===== src/rtl/mccomp_trace_mon.sv =====
// rtl/mccomp_trace_mon.sv - multicycle CPU run monitor: fetch trace buffer, PC segment FIFO, halt/budget stop
module mccomp_trace_mon #(
    parameter int         WIDTH      = 32,
    parameter int         DEPTH      = 16,
    parameter int         SEG_DEPTH  = 8,
    parameter int         MAX_CYCLES = 275,
    parameter logic [2:0] FETCH_Q    = 3'b000,
    parameter int         STEP       = 4
) (
    input  logic                       clk,
    input  logic                       clr,
    input  logic                       en,
    input  logic [2:0]                 q,
    input  logic [WIDTH-1:0]           pc,
    input  logic [WIDTH-1:0]           ir,
    input  logic [$clog2(DEPTH)-1:0]   rd_idx,
    output logic [WIDTH-1:0]           rd_pc,
    output logic [WIDTH-1:0]           rd_ir,
    output logic [$clog2(DEPTH):0]     trace_cnt,
    output logic [31:0]                instr_cnt,
    output logic [31:0]                cycle_cnt,
    output logic                       seg_valid,
    output logic [WIDTH-1:0]           seg_start,
    output logic [WIDTH-1:0]           seg_end,
    input  logic                       seg_pop,
    output logic                       seg_ovf,
    output logic                       halt,
    output logic                       done
);
    localparam int AW = $clog2(DEPTH);
    localparam int SW = $clog2(SEG_DEPTH);

    logic [2:0]       q_prev;
    logic [AW-1:0]    wp, wp_n, rd_addr;
    logic [AW:0]      cnt_n;
    logic [WIDTH-1:0] last_pc, cur_start, cur_end;
    logic             seg_open;
    logic [WIDTH-1:0] tr_pc [DEPTH];
    logic [WIDTH-1:0] tr_ir [DEPTH];
    logic [WIDTH-1:0] sf_start [SEG_DEPTH];
    logic [WIDTH-1:0] sf_end [SEG_DEPTH];
    logic [SW:0]      sf_wr, sf_rd;

    logic active, fetch, seq_hit, self_hit, budget_hit, set_done;
    logic rd_miss, rd_fwd;
    logic sf_empty, sf_full, do_pop, do_push, drop;
    logic push, nxt_open;
    logic [WIDTH-1:0] nxt_start, nxt_end, push_start, push_end;

    assign active     = en && !done;
    assign fetch      = active && (q == FETCH_Q) && (q_prev != FETCH_Q);
    assign seq_hit    = seg_open && (pc == last_pc + WIDTH'(STEP));
    assign self_hit   = seg_open && (pc == last_pc);
    assign budget_hit = active && (cycle_cnt + 32'd1 == 32'(MAX_CYCLES));
    assign set_done   = (fetch && self_hit) || budget_hit;

    // A break pushes the old segment; the done edge flushes whatever is open
    // afterwards, unless this cycle already used the single push slot.
    always_comb begin
        nxt_start  = cur_start;
        nxt_end    = cur_end;
        nxt_open   = seg_open;
        push       = 1'b0;
        push_start = cur_start;
        push_end   = cur_end;
        if (fetch) begin
            if (!seg_open) begin
                nxt_start = pc;
                nxt_end   = pc;
                nxt_open  = 1'b1;
            end else if (seq_hit) begin
                nxt_end = pc;
            end else if (!self_hit) begin
                push      = 1'b1;
                nxt_start = pc;
                nxt_end   = pc;
            end
        end
        if (set_done) begin
            if (!push && nxt_open) begin
                push       = 1'b1;
                push_start = nxt_start;
                push_end   = nxt_end;
            end
            nxt_open = 1'b0;
        end
    end

    assign sf_empty  = (sf_wr == sf_rd);
    assign sf_full   = ((sf_wr - sf_rd) == (SW+1)'(SEG_DEPTH));
    assign do_pop    = seg_pop && !sf_empty;
    assign do_push   = push && (!sf_full || do_pop);
    assign drop      = push && !do_push;
    assign seg_valid = !sf_empty;
    assign seg_start = seg_valid ? sf_start[sf_rd[SW-1:0]] : '0;
    assign seg_end   = seg_valid ? sf_end[sf_rd[SW-1:0]] : '0;

    // Read path looks at post-edge pointers and forwards the entry being written.
    assign cnt_n   = (fetch && trace_cnt != (AW+1)'(DEPTH)) ? trace_cnt + 1'b1 : trace_cnt;
    assign wp_n    = fetch ? wp + 1'b1 : wp;
    assign rd_addr = (cnt_n == (AW+1)'(DEPTH)) ? wp_n + rd_idx : rd_idx;
    assign rd_miss = ({1'b0, rd_idx} >= cnt_n);
    assign rd_fwd  = fetch && (rd_addr == wp);

    always_ff @(posedge clk) begin
        if (!clr && fetch) begin
            tr_pc[wp] <= pc;
            tr_ir[wp] <= ir;
        end
        if (!clr && do_push) begin
            sf_start[sf_wr[SW-1:0]] <= push_start;
            sf_end[sf_wr[SW-1:0]]   <= push_end;
        end
    end

    always_ff @(posedge clk) begin
        if (clr) begin
            q_prev    <= 3'b111;
            wp        <= '0;
            trace_cnt <= '0;
            instr_cnt <= '0;
            cycle_cnt <= '0;
            last_pc   <= '0;
            cur_start <= '0;
            cur_end   <= '0;
            seg_open  <= 1'b0;
            sf_wr     <= '0;
            sf_rd     <= '0;
            seg_ovf   <= 1'b0;
            halt      <= 1'b0;
            done      <= 1'b0;
            rd_pc     <= '0;
            rd_ir     <= '0;
        end else begin
            q_prev    <= q;
            wp        <= wp_n;
            trace_cnt <= cnt_n;
            cur_start <= nxt_start;
            cur_end   <= nxt_end;
            seg_open  <= nxt_open;
            if (fetch) begin
                instr_cnt <= instr_cnt + 32'd1;
                last_pc   <= pc;
            end
            if (active)
                cycle_cnt <= cycle_cnt + 32'd1;
            if (set_done)
                done <= 1'b1;
            if (fetch && self_hit)
                halt <= 1'b1;
            if (do_push)
                sf_wr <= sf_wr + 1'b1;
            if (do_pop)
                sf_rd <= sf_rd + 1'b1;
            if (drop)
                seg_ovf <= 1'b1;
            rd_pc <= rd_miss ? '0 : (rd_fwd ? pc : tr_pc[rd_addr]);
            rd_ir <= rd_miss ? '0 : (rd_fwd ? ir : tr_ir[rd_addr]);
        end
    end
endmodule


===== config.mk =====
export PLATFORM = sky130hd
export DESIGN_NAME = mccomp_trace_mon
export DESIGN_NICKNAME = d
export VERILOG_FILES = /design/src/rtl/mccomp_trace_mon.sv
export SDC_FILE = /design/constraint.sdc
export NUM_CORES = 2
export LEC_CHECK = 0
export ABC_AREA = 1
export CAP_MARGIN = 0
export CORE_ASPECT_RATIO = 1.4
export CORE_MARGIN = 2
export CORE_UTILIZATION = 61
export CTS_CLUSTER_SIZE = 24
export DETAILED_ROUTE_END_ITERATION = 7
export HOLD_SLACK_MARGIN = 0.05
export PLACE_DENSITY = 0.87
export SLEW_MARGIN = 20
export SYNTH_ARGS = -nofsm -noshare
export SYNTH_HDL_FRONTEND = slang
export SYNTH_SLANG_ARGS = --single-unit
export TNS_END_PERCENT = 50

===== constraint.sdc =====
create_clock -name clk -period 6.85 [get_ports clk]
set_input_delay 1.37 -clock clk [delete_from_list [all_inputs] [get_ports clk]]
set_output_delay 1.37 -clock clk [all_outputs]
set_load 0.005 [all_outputs]

==> metrics.md <==
| Metric | Value |
|---|---|
| Status | `completed` |
| Finished Core Util | `0.691` |
| Reg area | `51,200 µm²` |
| Num rows | `156` |
| Ys async rst share | `0` |
| Min-Delay Path Class | `reg2reg` |
| Drt initial violations | `9,075` |
| Critical Path Start Type | `flop` |
| Hold path cells | `2` |
| Hold Startpoint | `seg_ovf` |
| Fillers | `8,430` |
| Ys Warns | `0` |
| Core Area | `129,000 µm²` |
| Average wire per standard cell | `23.0 µm` |
| Setup CP Type | `reg2out` |
| Cell Area, Placed | `83,500 µm²` |
| WHS Endpoint | `seg_ovf` |
| CP max stage delay | `0.84 ns` |
| Buf+Inv Stages, Crit Path | `3` |
| R2r setup slk | `2.32 ns` |
| Post-CTS Hold Buffers | `0` |
| Mapped Area | `78,900 µm²` |
| Clock-pin slew on the worst setup and hold paths | `0.05 ns` |
| Setup TNS | `0 ns` |
| Pins over their slew limit | `0` |
| Skew final | `0.0386 ns` |
| Starting Density | `0.613` |
| Clk_lat worst skew | `0.83 ns` |
| Die H | `429 µm` |
| Min Tclk post-route | `5.53 ns` |
| Setup Buffers After CTS | `0` |
| Final ANT Viol Nets | `0` |
| Port Buffers | `275` |
| Reg2reg start | `done` |
| Total global-route track usage | `0.342` |
| Critical path arrival | `4.16 ns` |
| Area leader, netlist | `edfxtp_1` |
| Setup WS post-layout | `1.32 ns` |
| Most frequent cell after synthesis | `inv_1` |
| Most used DFF post-synth | `edfxtp_1` |
| Vias | `60,700` |
| Reg2reg path depth | `21` |
| RSZ-0062 raised after global routing | `false` |
| Most frequent cells after synthesis | `1,553 x inv_1, 1,536 x edfxtp_1, 1,423 x nand3_1` |
| H-tree levels | `4` |
| Grt total ovfl | `0` |
| Worst r2r dst | `rd_pc[10]` |
| Layout cell share with drive strength beyond 1 | `0.0524` |
| CTS resizes | `0` |
| Vias per cell | `6.08` |
| Worst hold slack | `0.462 ns` |
| Die X-Extent | `308 µm` |
| Met2 routed WL | `110 mm` |
| CP delay by family, top | `buffers and inverters` |
| HPWL Detailed | `127 mm` |
| Clock Tree Root | `clkbuf_16` |
| Synthesis-stage register bit count | `1,787` |
| Final Net Count | `8,283` |
| Maximum vdd ir drop | `276 µV` |
| Post-route DRC | `0` |
| Setup violation total in the final timing report | `0` |
| CTS tree | `done` |
| Post-Syn Instances | `8,059` |
| DRT Pass-1 Iters | `6` |
| Crit share post-route | `0.808` |
| Placer Congestion | `0.936` |
| Num CTS Buffers | `158` |
| Slew @ Worst Pin | `1.30 ns` |
| Post-synthesis sequential area ratio | `0.649` |
| Largest net degree at the start of global routing | `245` |
| Post-place setup slack | `0.968 ns` |
| Antenna violations before repair | `16` |
| Area grow syn2layout | `12.6%` |
| Max Freq | `181 MHz` |
| DRT met1 WL | `73.4 mm` |
| Final Cell Area | `88,800 µm²` |
| Final wirelength | `230 mm` |
| Crit path capture type | `output port` |
| Pwr dens | `263 nW/µm²` |
| Mapped Nets | `8,157` |
| Die area | `132,000 µm²` |
| DR top layer | `met5` |
| Multi-input logic area | `20,200 µm²` |
| Top-area cell type share of the netlist area | `0.585` |
| # IOs | `276` |
| Top area cells in the synthesized netlist | `edfxtp_1 58%, nand3_1 9.0%, inv_1 7.4%` |
| Syn Area/Cell | `9.79 µm²` |
| Final Hold Vio Count | `0` |
| Slowest cell on the critical path | `inv_2` |
| Metal3 WL | `28.7 mm` |
| Post-synth EDFFs | `1,536` |
| Vias in the first global route | `59,800` |
| CP Data Required Time | `5.48 ns` |
| Max-cap violations | `0` |
| Slew margin rel. | `0.135` |
| Cell Chain, Critical Path | `ha_1 > nor3b_1 > inv_2 > buf_4 > o21ai_0 > a31oi_1 > clkdlybuf4s50_1` |
| Maximum fanout along the worst path | `51` |
| P_leak | `36.6 nW` |
| Synth cell types | `42` |
| Clock Tree Buf Depth | `3` |
| CTS Sinks | `1,787` |
| First-pass GRT wire length | `343 mm` |
==> area by class of cell <==
type / instances / area share
inverter: 1559 / 0.0660
timing repair buffer: 401 / 0.0477
clock inverter: 68 / 0.00847
antenna: 12 / 0.000338
tap: 1659 / 0.0234
clock buffer: 223 / 0.0507
sequential: 1787 / 0.576
multi-input combinational: 4278 / 0.227
==> worst reg2reg max path, cell delays in order, from the launching register on <==
cell and delay (ns):
dfxtp_1 0.39, inv_2 0.09, nand2_2 0.05, nor2_2 0.24, nand2_1 0.12, buf_4 0.25, o21ai_0 0.30, ha_1 0.30
nand3_1 0.09, nand2_1 0.07, xnor3_1 0.37, nand2_1 0.16, nand2_4 0.28, nand2_1 0.14, nand2_1 0.09, nor2_4 0.12
buf_4 0.84, nand3_1 0.28, nand2_1 0.13, inv_1 0.06, nand2_1 0.06, inv_1 0.04
==> kinds of logic (layout without fill, tap and decap cells) <==
family                   after synthesis  in the layout  synth area share
adder cells (fa/ha/maj)               23             23           0.00374
other                                  0             12                 0
AO/OA/AOI/OAI                        766            766            0.0521
buffers and inverters               1994           2251            0.0992
flip-flops                          1787           1787             0.649
XOR/XNOR                              62             62           0.00706
AND/OR/NAND/NOR                     3427           3427             0.189
==> state kept, by name, summed over array words and instances, names as in the netlist, 32 cells and up, named ones only <==
name       count
cur_end       32
cur_start     32
cycle_cnt     32
instr_cnt     32
last_pc       32
rd_ir         32
rd_pc         32
sf_end       256
sf_start     256
tr_ir        512
tr_pc        512
==> power by group <==
part	switching [mW]	total [mW]	internal (mW)
clock	4.01	9.05	5.04
sequential	0.0999	11.9	11.8
combinational	1.61	2.35	0.741
total	5.72	23.3	17.6
==> stage by stage <==
| stage | power [mW] | cells |
|---|---|---|
| 2_1_floorplan | 13.5 | 8059 |
| 3_3_place_gp | 14.3 | 9682 |
| 3_5_place_dp | 14.4 | 9683 |
| 4_1_cts | 23.3 | 9974 |
| 5_1_grt | 23.9 | 9983 |
| 6_report | 23.3 | 9987 |
==> how the worst max path moves through the flow <==
stage	startpoint	to	slack (ns)	cells after the start
after floorplan	pc[1]	sf_end[0][0]	0.91	12
final	sf_wr[2]	seg_start[20]	1.32	7
after global placement	q[1]	rd_pc[24]	1.12	23
after detailed placement	q[1]	rd_ir[27]	0.97	23
after CTS	sf_wr[2]	seg_start[20]	1.36	7
after global routing	sf_wr[2]	seg_start[20]	1.18	7
==> layer usage <==
layer / GRT usage / vias up
met5: 0 / -
met4: 0.240 / 14
met3: 0.0760 / 1119
met2: 0.561 / 4728
met1: 0.400 / 28100
li1: - / 26700
==> cell usage in the layout, fill, tap and decap left out, types with 25 or more instances in the layout <==
cell,instances
a21oi_1,86
a31oi_1,65
buf_12,40
buf_4,85
clkbuf_1,38
clkbuf_16,162
clkdlybuf4s50_1,274
dfxtp_1,249
edfxtp_1,1536
inv_1,1548
nand2_1,1253
nand3_1,1422
nand4_1,33
nor2_1,622
nor2_4,31
nor3_1,25
o21a_1,36
o21ai_0,496
o22ai_1,64
xor2_1,40
(Power assumes the default switching activity.)
